## config.mk

```make
export PLATFORM = sky130hd
export DESIGN_NAME = if_fetch_stage
export DESIGN_NICKNAME = d
export VERILOG_FILES = /design/src/rtl/if_fetch_stage.sv
export SDC_FILE = /design/constraint.sdc
export NUM_CORES = 1
export LEC_CHECK = 0
export ABC_AREA = 1
export CAP_MARGIN = 20
export CORE_MARGIN = 2
export CORE_UTILIZATION = 49
export CTS_CLUSTER_DIAMETER = 100
export DETAILED_ROUTE_END_ITERATION = 6
export PLACE_DENSITY = 0.78
export SETUP_SLACK_MARGIN = 0.5
export SLEW_MARGIN = 5
export SYNTH_ARGS = -nofsm -noshare
export SYNTH_HDL_FRONTEND = slang
export SYNTH_SLANG_ARGS = --single-unit
```

## constraint.sdc

```tcl
create_clock -name clk -period 7.4 [get_ports clk]
set_input_delay 1.48 -clock clk [delete_from_list [all_inputs] [get_ports clk]]
set_output_delay 1.48 -clock clk [all_outputs]
set_load 0.02 [all_outputs]
```

## src/rtl/if_fetch_stage.sv

```systemverilog
// Instruction-fetch stage: owns the fetch PC, masters the bus for one word per transaction, and
// fills the IF/ID register. Optional perf counters are built when IF_PERF_CNT_EN is defined.
module if_fetch_stage #(
  parameter int unsigned          ADDR_W   = 30,
  parameter int unsigned          DATA_W   = 32,
  parameter logic [ADDR_W-1:0]    RESET_PC = '0,
  parameter logic [DATA_W-1:0]    NOP_INSN = '0
) (
  input  logic              clk,
  input  logic              reset,
  input  logic              stall,
  input  logic              flush,
  input  logic [ADDR_W-1:0] new_pc,
  input  logic              br_taken,
  input  logic [ADDR_W-1:0] br_addr,
  output logic [ADDR_W-1:0] if_pc,
  output logic [DATA_W-1:0] if_insn,
  output logic              if_en,
  output logic              if_busy,
  output logic              bus_req_,
  input  logic              bus_grant_,
  output logic              bus_as_,
  output logic [ADDR_W-1:0] bus_addr,
  input  logic [DATA_W-1:0] bus_rd_data,
  input  logic              bus_rdy_
`ifdef IF_PERF_CNT_EN
  ,
  output logic [31:0]       perf_fetch_cnt,
  output logic [31:0]       perf_bubble_cnt
`endif
);

  typedef enum logic [1:0] {StIdle, StReq, StAccess} state_e;

  state_e              state_q, state_d;
  logic [ADDR_W-1:0]   fetch_pc_q, fetch_pc_d;
  logic [ADDR_W-1:0]   if_pc_q, if_pc_d;
  logic [DATA_W-1:0]   if_insn_q, if_insn_d;
  logic                if_en_q, if_en_d;
  logic                if_busy_q, if_busy_d;
  logic                bus_req_q, bus_req_d;
  logic                bus_as_q, bus_as_d;
  logic [ADDR_W-1:0]   bus_addr_q, bus_addr_d;
  logic                hold_valid_q, hold_valid_d;
  logic [ADDR_W-1:0]   hold_pc_q, hold_pc_d;
  logic [DATA_W-1:0]   hold_insn_q, hold_insn_d;
  logic                discard_q, discard_d;

  logic                redirect;
  logic [ADDR_W-1:0]   redirect_pc;
  logic                complete;
  logic                accept;

  always_comb begin
    // A taken branch only counts when decode is not stalled; flush always wins.
    redirect    = flush | (br_taken & ~stall);
    redirect_pc = flush ? new_pc : br_addr;
    complete    = (state_q == StAccess) & ~bus_rdy_;
    accept      = complete & ~discard_q & ~redirect;

    state_d      = state_q;
    fetch_pc_d   = fetch_pc_q;
    if_pc_d      = if_pc_q;
    if_insn_d    = if_insn_q;
    if_en_d      = if_en_q;
    hold_valid_d = hold_valid_q;
    hold_pc_d    = hold_pc_q;
    hold_insn_d  = hold_insn_q;
    discard_d    = discard_q;
    bus_addr_d   = bus_addr_q;

    unique case (state_q)
      StIdle: begin
        if (!hold_valid_q && !redirect) state_d = StReq;
      end
      StReq: begin
        if (redirect)         state_d = StIdle;
        else if (!bus_grant_) state_d = StAccess;
      end
      StAccess: begin
        // A redirected transaction must still run to completion on the bus.
        if (complete) begin
          state_d   = StIdle;
          discard_d = 1'b0;
        end else if (redirect) begin
          discard_d = 1'b1;
        end
      end
      default: state_d = StIdle;
    endcase

    if (redirect) begin
      fetch_pc_d   = redirect_pc;
      if_en_d      = 1'b0;
      if_insn_d    = NOP_INSN;
      hold_valid_d = 1'b0;
    end else begin
      if (accept) fetch_pc_d = fetch_pc_q + {{(ADDR_W-1){1'b0}}, 1'b1};
      if (stall) begin
        if (accept) begin
          hold_valid_d = 1'b1;
          hold_pc_d    = fetch_pc_q;
          hold_insn_d  = bus_rd_data;
        end
      end else if (hold_valid_q) begin
        if_en_d      = 1'b1;
        if_pc_d      = hold_pc_q;
        if_insn_d    = hold_insn_q;
        hold_valid_d = 1'b0;
      end else if (accept) begin
        if_en_d   = 1'b1;
        if_pc_d   = fetch_pc_q;
        if_insn_d = bus_rd_data;
      end else begin
        if_en_d   = 1'b0;
        if_insn_d = NOP_INSN;
      end
    end

    if (state_q == StReq && state_d == StAccess) bus_addr_d = fetch_pc_q;
    bus_req_d = (state_d == StIdle);
    bus_as_d  = (state_d != StAccess);
    if_busy_d = (state_d != StIdle);
  end

  always_ff @(posedge clk or posedge reset) begin
    if (reset) begin
      state_q      <= StIdle;
      fetch_pc_q   <= RESET_PC;
      if_pc_q      <= RESET_PC;
      if_insn_q    <= NOP_INSN;
      if_en_q      <= 1'b0;
      if_busy_q    <= 1'b0;
      bus_req_q    <= 1'b1;
      bus_as_q     <= 1'b1;
      bus_addr_q   <= '0;
      hold_valid_q <= 1'b0;
      hold_pc_q    <= '0;
      hold_insn_q  <= '0;
      discard_q    <= 1'b0;
    end else begin
      state_q      <= state_d;
      fetch_pc_q   <= fetch_pc_d;
      if_pc_q      <= if_pc_d;
      if_insn_q    <= if_insn_d;
      if_en_q      <= if_en_d;
      if_busy_q    <= if_busy_d;
      bus_req_q    <= bus_req_d;
      bus_as_q     <= bus_as_d;
      bus_addr_q   <= bus_addr_d;
      hold_valid_q <= hold_valid_d;
      hold_pc_q    <= hold_pc_d;
      hold_insn_q  <= hold_insn_d;
      discard_q    <= discard_d;
    end
  end

  assign if_pc    = if_pc_q;
  assign if_insn  = if_insn_q;
  assign if_en    = if_en_q;
  assign if_busy  = if_busy_q;
  assign bus_req_ = bus_req_q;
  assign bus_as_  = bus_as_q;
  assign bus_addr = bus_addr_q;

`ifdef IF_PERF_CNT_EN
  logic [31:0] perf_fetch_q, perf_fetch_d;
  logic [31:0] perf_bubble_q, perf_bubble_d;

  always_comb begin
    perf_fetch_d  = perf_fetch_q;
    perf_bubble_d = perf_bubble_q;
    if (accept)              perf_fetch_d  = perf_fetch_q + 32'd1;
    if (!stall && !if_en_d)  perf_bubble_d = perf_bubble_q + 32'd1;
  end

  always_ff @(posedge clk or posedge reset) begin
    if (reset) begin
      perf_fetch_q  <= '0;
      perf_bubble_q <= '0;
    end else begin
      perf_fetch_q  <= perf_fetch_d;
      perf_bubble_q <= perf_bubble_d;
    end
  end

  assign perf_fetch_cnt  = perf_fetch_q;
  assign perf_bubble_cnt = perf_bubble_q;
`else
  // No performance counters in this build.
`endif

endmodule
```

# Word level (Yosys, flattened, before mapping)

Index checks and enable logic that the tools add are counted.
Widths: inputs -> output; s select.

Flip-flop bits (word level): 192
Bits in latches: 0
RAM bits: 0
ROM bits: 0
Bits of input ports: 99
Output and inout bits: 96
Logic and storage cells: 65
Memories kept: 0

$add $sub $neg: 1
$mul: 0
Divide/modulo/power cells: 0
$lt $le $gt $ge: 0
Equality and inequality tests: 6
Shift-type cells: 0
Mux-type cells: 23
Bitwise operators: 9
Reductions and logical operators: 13

Operator list:

| cell                  | count |
|---|---|
| $mux 30               | 5 |
| $mux 32               | 4 |
| $add 30x1->30 const B | 1 |
| $mux 1                | 9 |
| $mux 2                | 4 |
| $reduce_bool 2->1     | 4 |
| $pmux 2 s3            | 1 |
| $reduce_and 3->1      | 2 |
| $and 1x1->1           | 4 |
| $eq 2x2->1 const B    | 2 |
| $logic_not 2->1       | 2 |
| $not 1->1             | 4 |
| $ne 3x1->1 const B    | 1 |
| $eq 2x1->1 const B    | 1 |
| $logic_and 1x1->1     | 2 |
| $logic_not 1->1       | 2 |
| $ne 2x1->1 const B    | 1 |
| $ne 2x2->1 const B    | 1 |
| $reduce_and 2->1      | 1 |
| $or 1x1->1            | 1 |

# Depth between registers and ports, before layout

Depth after elaboration: 9
Mapped depth: 11
Mapped depth without buffers: 10

# Worst setup path after synthesis

No wires, ideal clock.

Kind: input -> register
Start: in flush
End: reg hold_insn_q[1]
Arrival time: 2496 ps
Required time: 7268 ps
Slack: 4772 ps
Stages on the path: 11
Buffers on the path: 3
Cells stage by stage: inv_1 -> buf_4 -> nand2_2 -> nand2_4 -> nand2_4 -> inv_4 -> nand2_2 -> buf_6 -> buf_6 -> nand2_1 -> o21ai_0

Longest elaborated chain between the ends: 4

RTL lines:

| element                               | line | source |
|---|---|---|
| start: declaration                    | 12   | `input logic flush,` |
| $or 1x1->1 (*)                        | 56   | `redirect = flush \| (br_taken & ~stall);` |
| $not 1->1 (no source line) (*)        | -    |  |
| $and 1x1->1                           | 59   | `accept = complete & ~discard_q & ~redirect;` |
| $reduce_and 3->1 (no source line) (*) | -    |  |
| end signal: assignment                | 153  | `hold_insn_q <= hold_insn_d;` |
| end: declaration                      | 46   | `logic [DATA_W-1:0] hold_insn_q, hold_insn_d;` |

Every way passes the cells marked *; elsewhere a longest branch is shown, timed or not.
A chain may end at the register's enable or synchronous reset.

# Final worst setup path

Start: in flush
End: reg hold_pc_q[14]

Longest elaborated chain between the ends: 4

RTL lines:

| element                               | line | source |
|---|---|---|
| $or 1x1->1 (*)                        | 56   |  |
| $not 1->1 (no source line) (*)        | -    |  |
| $and 1x1->1                           | 59   |  |
| $reduce_and 3->1 (no source line) (*) | -    |  |
| end signal: assignment                | 152  | `hold_pc_q <= hold_pc_d;` |
| end: declaration                      | 45   | `logic [ADDR_W-1:0] hold_pc_q, hold_pc_d;` |

Marks and branches as above.

==> impl_metrics.py <==
metrics = {
    "run_status": {
        "status": "finished clean",
    },
    "final_layout": {
        "area.growth.synth_to_final_pct": 27.7,
        "nNetsFinal": 1381,
        "final_cell_area_um2": 11800,
        "fill_cells": 1586,
        "drive_above_1_share_pct": 7.11,
        "insertedDiodeCount": 0,
    },
    "synthesis": {
        "synthDistinctLibCells": 41,
        "yosysTopAreaCellShare_pct": 51.6,
        "synth.largest_area_cell": "dfrtp_1",
        "synth_area_um2": 9210,
        "synth.avg_cell_area_um2": 8.17,
        "yosysWarnings": 0,
        "ys.flop_type": "dfrtp_1",
        "synth_nets": 1227,
        "syn_inst": 1127,
        "async_flop_share_pct": 100,
        "yosys_register_bits": 192,
        "yosysSeqAreaShare_pct": 52.2,
        "synth-edff-count": 0,
        "synth_top_cells_by_area": "dfrtp_1, nand2_1, o21ai_0",
        "synth_commonest_cells": "nand2_1, dfrtp_1, o21ai_0, nor2_1, inv_1",
        "synth_most_common_cell": "nand2_1",
    },
    "critical_path": {
        "regToRegSetupSlack_ps": 4540,
        "r2r-end": "hold_pc_q[14]",
        "cp_cell_sequence": "clkdlybuf4s50_1 -> buf_4 -> inv_2 -> nand2_1 -> nand2_4 -> nand2_4 -> inv_4 -> nand2_4 -> buf_4 -> nand2_1 -> o21ai_2",
        "required_ps": 7760,
        "crit_slowest_cell": "nand2_4",
        "ff2ff_path_depth": 9,
        "path_class": "in -> reg",
        "worstReg2RegStart": "state_q[0]",
        "slowest_delay_ps": 670,
        "arrival_ps": 4990,
        "cp_max_fo": 85,
        "end_kind": "flip-flop",
        "cp-start-kind": "input port",
        "cp_common_cell": "nand2_4",
    },
    "global_routing": {
        "top_usage_layer": "met2",
        "grt_use_met2_pct": 41.1,
        "grt_pass1_vias": 7862,
        "use_met1_pct": 34.3,
        "groute.usage.overall_pct": 25.6,
        "overflow": 0,
        "antenna_found_initial": 1,
        "grt_max_degree": 137,
        "met3_usage_pct": 8.12,
        "grt_pass1_wl_um": 40400,
    },
    "floorplan": {
        "io_pins": 195,
        "fp.dieW_um": 141,
        "num_rows": 50,
        "dieArea_um2": 19900,
        "start_util_pct": 49.6,
        "die_height_um": 141,
        "core_area_um2": 18600,
    },
    "power": {
        "p_per_area_nw_per_um2": 271,
        "leakagePower_nw": 5.58,
        "peakVddDrop_v": 0.000178,
    },
    "placed_design": {
        "port_buffers": 194,
        "dp_hpwl_um": 16700,
        "gp_congestion": 0.894,
        "dpl_cell_area_um2": 11200,
    },
    "timing": {
        "drv_slew": 0,
        "timing.fmax_mhz": 216,
        "fin_worst_skew_ps": 7.56,
        "period_needed_ps": 4620,
        "grt_setup_unrepaired": "no",
        "fin_crit_sh_pct": 62.5,
        "hold_violations": 0,
        "tns_ps": 0,
        "setup_violations": 0,
        "tightest_slew_ps": 992,
        "max-slew-margin-rel_pct": 33.9,
    },
    "clock_network": {
        "cts_buffers": 17,
        "cts-resized-gates": 0,
        "clk_latency_ps": 440,
        "cts_hold_buf": 0,
        "postCtsSetupBuffers": 0,
        "cts-root-buf": "clkbuf_16",
        "cts_tree": "built",
        "clkTransAtPathRegs_ps": 60,
        "numClockSinks": 192,
        "h-tree-depth": 4,
        "cts_max_path_buffers": 2,
    },
    "min_path": {
        "worstHoldStart": "hold_pc_q[8]",
        "holdPathStages": 2,
        "hold_path.class": "reg -> reg",
        "hold_path_end": "hold_pc_q[8]",
    },
    "route": {
        "drt_wl_total_um": 24400,
        "via_per_inst": 5.30,
        "drc": 0,
        "wl_per_cell_um": 16.0,
        "drt-pass1-iter-count": 5,
        "drt_iter0_drc": 558,
        "vias": 8103,
        "postRouteAntennaNets": 0,
    },
    "job": {
        "cap_viol_max_count": 0,
    },
}
==> flip-flops by register name, summed over array words and instances (netlist names) <==
| signal | flops |
|---|---|
| if_busy | 1 |
| hold_valid_q | 1 |
| if_insn | 32 |
| bus_as_ | 1 |
| fetch_pc_q | 30 |
| discard_q | 1 |
| hold_pc_q | 30 |
| if_en | 1 |
| hold_insn_q | 32 |
| state_q | 2 |
| bus_req_ | 1 |
| if_pc | 30 |
| bus_addr | 30 |
==> logic make-up (layout without fill, tap and decap cells) <==
family | Yosys count | count (layout) | share of synthesized area (%)
AO/OA/AOI/OAI | 236 | 236 | 16.0
AND/OR/NAND/NOR | 536 | 536 | 23.5
XOR/XNOR | 9 | 9 | 0.856
buffers and inverters | 153 | 320 | 7.34
adder cells (fa/ha/maj) | 1 | 1 | 0.136
flip-flops | 192 | 192 | 52.2
==> layer usage <==
layer / vias to the layer above / share of wire, %
met4: 0 / 1.3
met5: - / 0
li1: 3982 / -
met1: 3813 / 43
met3: 25 / 8.5
met2: 283 / 47
==> power breakdown <==
part | leakage [nW] | internal (W) | total [W] | switching, W
registers | 2.50 | 0.00127 | 0.00143 | 0.000157
clock network | 0.291 | 0.000518 | 0.000922 | 0.000404
logic | 2.80 | 0.000386 | 0.000834 | 0.000448
==> worst max path at each step <==
stage / startpoint / endpoint / slack, ps
3_5_place_dp: flush / hold_pc_q[14] / 2380
6_report: flush / hold_pc_q[14] / 2780
4_1_cts: flush / hold_pc_q[14] / 2810
5_1_grt: flush / hold_pc_q[2] / 2500
2_1_floorplan: reset / bus_addr[0] / 700
3_3_place_gp: flush / hold_pc_q[2] / 2450
==> metrics by stage <==
stage	hold WS (ps)	setup WS [ps]	util (%)	cells	power (W)
2_1_floorplan	443	696	-	1127	0.00188
3_3_place_gp	458	2450	60.1	1496	0.00226
3_5_place_dp	468	2380	60.1	1496	0.00229
4_1_cts	486	2810	63.3	1528	0.00320
5_1_grt	503	2500	63.3	1528	0.00336
6_report	482	2780	63.3	1528	0.00318
==> worst max-delay path: cells and delay by family <==
family,cells,cell delay (ps)
AOI/OAI and AO/OA,1,80
buffers and inverters,5,1800
and+or+nand+nor,5,1550
==> cell usage in the layout (no fill, tap or decap), types with 2 or more instances in the layout <==
master           instances
nand2_1                363
clkdlybuf4s50_1        194
dfrtp_1                190
o21ai_0                 96
nor2_1                  94
inv_1                   77
nand3_1                 54
o211ai_1                47
a31oi_1                 34
o21ai_2                 26
clkbuf_16               17
a21oi_1                 14
buf_4                    9
o21ai_1                  8
xor2_1                   8
nor3_1                   7
or2_2                    7
inv_2                    6
clkinv_4                 4
nand2_4                  3
o221ai_1                 3
clkinv_2                 3
nand2_2                  2
dfstp_2                  2
bufinv_16                2
clkbuf_8                 2
inv_6                    2
==> layout make-up <==
cell class | count | area, um2 | area share (%)
clock inverter | 12 | 135 | 1.15
inverter | 85 | 329 | 2.80
tap | 234 | 293 | 2.49
multi-input combinational | 782 | 3730 | 31.7
timing repair buffer | 203 | 2010 | 17.1
sequential | 192 | 4810 | 40.9
clock buffer | 20 | 457 | 3.88
Power figures use the tool's default switching activity.
==> patch 1: new RTL, config.mk and constraints unchanged <==
The 3 states of `state_e` get a one-hot encoding in 3 bits.
--- a/src/rtl/if_fetch_stage.sv
+++ b/src/rtl/if_fetch_stage.sv
@@ -30,7 +30,7 @@
 `endif
 );
 
-  typedef enum logic [1:0] {StIdle, StReq, StAccess} state_e;
+  typedef enum logic [2:0] {StIdle = 3'b001, StReq = 3'b010, StAccess = 3'b100} state_e;
 
   state_e              state_q, state_d;
   logic [ADDR_W-1:0]   fetch_pc_q, fetch_pc_d;
Check against the original RTL: same outputs for any inputs over 4 cycles, from zero or initial values and one cycle with reset high; so few cycles prove little.
==> patch 1 against the unedited design <==
- the run now ends with design-rule violations left
- first-iteration DRC count rose by 48%
- register-to-register slack improved by 0.36 ns
- wire length rose by 3.2%
- worst setup slack got worse by 0.059 ns
- clock power rose by 2.7%
- sequential power fell by 11%
- via count rose by 2.5%
- final area fell by 0.21%
- clock skew rose by 0.0040 ns
- sequential cell count rose by 1
- die area fell by 1.4%
- total power fell by 12%
- synthesized area fell by 1.4%
- critical path type unchanged
- largest cell class unchanged
==> patch 1: results (changes against the unedited design) <==
[placed_design]
place_area_mm2=0.01111  ; -0.48%
dp_hpwl_um=16560  ; -0.67%
finalWeightedCongestion=0.8903  ; -0.45%
dpl_worst_slack_ns=2.317  ; -0.06638 ns

[synth]
syn_nets=1210  ; -1.4%
yosys-top-cells-area=dfrtp_1 (52%), nand2_1 (14%), nand3_1 (5.3%), nor2_1 (4.7%), o21ai_0 (3.4%)
synthTopCellsByCount=nand2_1 (337), dfrtp_1 (190), nor2_1 (113), nand3_1 (97), o21ai_0 (62)
seq_area_frac_synth_pct=53.25  ; +1.0 points
synth_cell_types=34  ; -17%

[clock_tree]
post_cts_resize_count=0  ; unchanged

[power]
ir_worst_vdd_mv=0.1825  ; +2.4%
p_comb_uw=598  ; -28%
power.switching_uw=813.4  ; -19%
leakagePower_uw=0.005409  ; -3.1%
p_seq_uw=1270  ; -11%

[route]
drtIter0Drc=826  ; +48%
drc=12  ; +12
vias=8302  ; +2.5%
route.met3.wl_um=2221  ; +7.8%
routedLengthMet1_um=10620  ; +0.28%
drtPass1Iterations=7  ; +2
wl_per_cell_um=16.67  ; +4.5%
wl_met2_um=11600  ; +1.8%

[setup_path]
rrSetupSlack_ns=4.90  ; +0.36 ns
r2r-end=fetch_pc_q[15]
cp.arrival_ns=5.00  ; about the same
slowest_stage=buf_4
crit_path_max_fanout=56  ; -34%
critical_path.max_stage_delay_ns=0.55  ; -0.12 ns
reg2reg_from=state_q[1]

[grt]
antenna_found_initial=0  ; -1
met3_usage_pct=6.256  ; -1.9 points
grt_use_met2_pct=41.09  ; about the same
grt_pass1_wl_um=41160  ; +1.8%
grt_start_max_net_pins=139  ; +1.5%
met1_usage_pct=35.52  ; +1.2 points
grt_use_total_pct=26.24  ; +0.60 points
grt_pass1_vias=8148  ; +3.6%

[hold_path]
hold_end=hold_insn_q[3]

[status]
violations=design-rule violations
status=finished, violations left

[finish]
nets=1368  ; -0.94%
drive_gt1_share_pct=5.230  ; -1.9 points

[sta]
fin_worst_skew_ns=0.01156  ; +0.003995 ns
tightestPinTransition_ns=1.022  ; +0.03005 ns
whs_ns=0.4720  ; -0.01028 ns

==> patch 1: cell types whose count changed after synthesis, sizes merged, moves of 4 or more <==
cell / delta
nand3: +43
a31oi: -34
a21boi: +32
o31ai: +29
nand2: -28
o211ai: -28
o21ai: -28
nor2: +23
inv: -22
a21oi: -7
nor3: -4
==> patch 1: critical path, delay by kind of cell <==
kind,cells,cell delay [ns]
simple gates,3,0.72
buf+inv,7,2.53
compound gates,1,0.22
==> patch 1: worst max-delay path by stage <==
stage          startpoint       endpoint  slack, ns  cells after the start
6_report            flush  fetch_pc_q[2]       2.72                     11
5_1_grt             flush  hold_pc_q[25]       2.40                     10
4_1_cts             flush  hold_pc_q[26]       2.76                     11
3_5_place_dp        flush  hold_pc_q[26]       2.32                     11
3_3_place_gp        flush    if_insn[31]       2.33                     10
2_1_floorplan       reset    bus_addr[0]       0.67                      1
==> patch 1: logic make-up after synthesis <==
| group | Yosys count | synth area share (%) |
|---|---|---|
| AND/OR/NAND/NOR | 571 | 25.61 |
| AO/OA/AOI/OAI | 202 | 13.77 |
| flip-flops | 193 | 53.25 |
| buffers and inverters | 130 | 5.968 |
| XOR/XNOR | 12 | 1.158 |
| multiplexers | 1 | 0.1103 |
| adder cells (fa/ha/maj) | 1 | 0.1378 |
==> patch 1: area by class of cell <==
| class | instances | area, um^2 |
|---|---|---|
| well taps | 229 | 286.5 |
| clock inverters | 8 | 128.9 |
| clock buffers | 24 | 471.7 |
| flip-flops and latches | 193 | 4835 |
| fillers | 1535 | 6351 |
| repair buffers | 204 | 2044 |
| inverters | 65 | 251.5 |
| multi-input cells | 787 | 3717 |
==> patch 2: new RTL, same flow settings <==
Without the edit above. The option `IF_PERF_CNT_EN` is turned on by a define.
--- a/src/rtl/if_fetch_stage.sv
+++ b/src/rtl/if_fetch_stage.sv
@@ -1,5 +1,7 @@
 // Instruction-fetch stage: owns the fetch PC, masters the bus for one word per transaction, and
 // fills the IF/ID register. Optional perf counters are built when IF_PERF_CNT_EN is defined.
+`define IF_PERF_CNT_EN
+
 module if_fetch_stage #(
   parameter int unsigned          ADDR_W   = 30,
   parameter int unsigned          DATA_W   = 32,
Function (old outputs only; new: perf_bubble_cnt and perf_fetch_cnt): kept (equiv_simple and equiv_induct, registers matched by name and starting in step).
==> patch 2 against the unedited design <==
- worst setup slack got worse by 0.019 ns
- synthesized area increased by 39%
- wire length increased by 51%
- first-iteration DRC count increased by 91%
- final area increased by 41%
- sequential cell count increased by 64
- total power increased by 32%
- via count increased by 50%
- critical path type unchanged
- critical endpoint is now hold_pc_q[18]
==> patch 2: results (changes against the unedited design) <==
[setup_path]
slowest_stage=nor2_4
ff2ff_path_depth=7  ; -2
rrSetupSlack_ns=4.30  ; -0.24 ns
critical_path.max_stage_delay_ns=0.93  ; +0.26 ns
crit_path_max_fanout=103  ; +21%
r2r-end=hold_pc_q[18]
cp.arrival_ns=5.06  ; +0.07 ns
crit_family=simple AND/OR/NAND/NOR gates

[synth]
seq_area_frac_synth_pct=50.15  ; -2.1 points
synth_cell_types=40  ; -2.4%
synthTopCellsByCount=nand2_1 (629), dfrtp_1 (254), nor2_1 (181), nand3_1 (108), inv_1 (106)
yosys-top-cells-area=dfrtp_1 (50%), nand2_1 (18%), nor2_1 (5.3%), nand3_1 (4.2%), inv_1 (3.1%)
syn_nets=1772  ; +44%

[sta]
fin_worst_skew_ns=0.01061  ; +0.003042 ns
tightestPinTransition_ns=1.078  ; +0.08568 ns

[clock_tree]
numCtsBuffers=28  ; +11
clk_pin_slew_ns=0.06  ; about the same
worstSkewPairLatency_ns=0.54  ; +0.10 ns
post-cts-setup-buffer-count=0  ; unchanged
htreeDepth=1  ; -3
clockBufferDepth=3  ; +1

[route]
vias_per_cell=5.379  ; +1.4%
drt_wl_total_um=36800  ; +51%
drtPass1Iterations=7  ; +2
drtIter0Drc=1065  ; +91%

[finish]
drive_gt1_share_pct=4.697  ; -2.4 points
nets=1996  ; +45%

[grt]
grt_pass1_wl_um=58620  ; +45%
grt_pass1_vias=11260  ; +43%
grt_start_max_net_pins=156  ; +14%
grt_use_total_pct=26.71  ; +1.1 points
antenna_found_initial=2  ; +1

[status]
status=finished, final reports clean

[placed_design]
io_buffers=258  ; +33%
finalWeightedCongestion=0.8994  ; +0.57%
dp_hpwl_um=25170  ; +51%

[hold_path]
hold_start=hold_insn_q[31]
hold_end=hold_insn_q[31]

[power]
ir_worst_vdd_mv=0.1879  ; +5.4%
leakagePower_uw=0.007853  ; +41%

patch 2: worst max path at each step:
stage | startpoint | depth (start not counted) | slack (ns) | endpoint
global placement | stall | 8 | 2.37 | hold_pc_q[23]
CTS | stall | 8 | 2.83 | hold_pc_q[22]
floorplan | reset | 1 | 2.55 | bus_addr[0]
detailed placement | stall | 8 | 2.22 | hold_pc_q[22]
global route | stall | 8 | 2.38 | hold_pc_q[26]
finish | stall | 8 | 2.76 | hold_pc_q[18]
patch 2: layout make-up:
class	count	area, um^2
fillers	2216	9265
well taps	335	419.2
repair buffers	269	2720
flip-flops and latches	256	6409
multi-input cells	1227	5622
diodes	2	5.005
inverters	112	424.2
clock buffers	41	840.8
clock inverters	11	132.6
patch 2: report_power, final:
part | leakage [uW] | internal [uW] | total (uW) | switching, uW
combinational | 0.00409 | 431 | 971 | 540
clock | 0.000484 | 888 | 1460 | 570
sequential | 0.00328 | 1600 | 1770 | 167
patch 2: cell families (layout without fill, tap and decap cells):
group / after synthesis / in the layout / share of synthesized area, %
xor+xnor: 52 / 52 / 3.564
compound gates: 191 / 191 / 8.871
simple gates: 981 / 981 / 31.21
other cells: 0 / 2 / 0
fa+ha+maj: 3 / 3 / 0.2938
buf+inv: 187 / 433 / 5.914
flops: 256 / 256 / 50.15
patch 2: worst min-delay path: cells and delay by family (launching register included):
family,cells,cell delay (ns)
simple gates,2,0.11
flops,1,0.34
patch 2: stage by stage:
step / util, % / setup slack (ns) / hold WS [ns] / instance area (um^2) / instances
global placement: 60.08 / 2.375 / 0.4542 / 15520 / 2196
CTS: 63.96 / 2.828 / 0.4810 / 16520 / 2249
finish: 64.14 / 2.758 / 0.4770 / 16570 / 2253
floorplan: - / 2.550 / 0.4424 / 12780 / 1670
global route: 64.13 / 2.385 / 0.4900 / 16570 / 2252
detailed placement: 60.19 / 2.217 / 0.4659 / 15550 / 2197
patch 2: per-layer routing:
| layer | track usage, % | part of all wire (%) | wire (um) | vias to the layer above |
|---|---|---|---|---|
| met5 | 0 | 0 | 0 | - |
| met4 | 6.975 | 2.7 | 985 | 0 |
| met3 | 3.971 | 6.9 | 2556 | 70 |
| met2 | 42.47 | 47 | 17350 | 492 |
| met1 | 38.47 | 43 | 15910 | 5763 |
| li1 | - | - | - | 5795 |
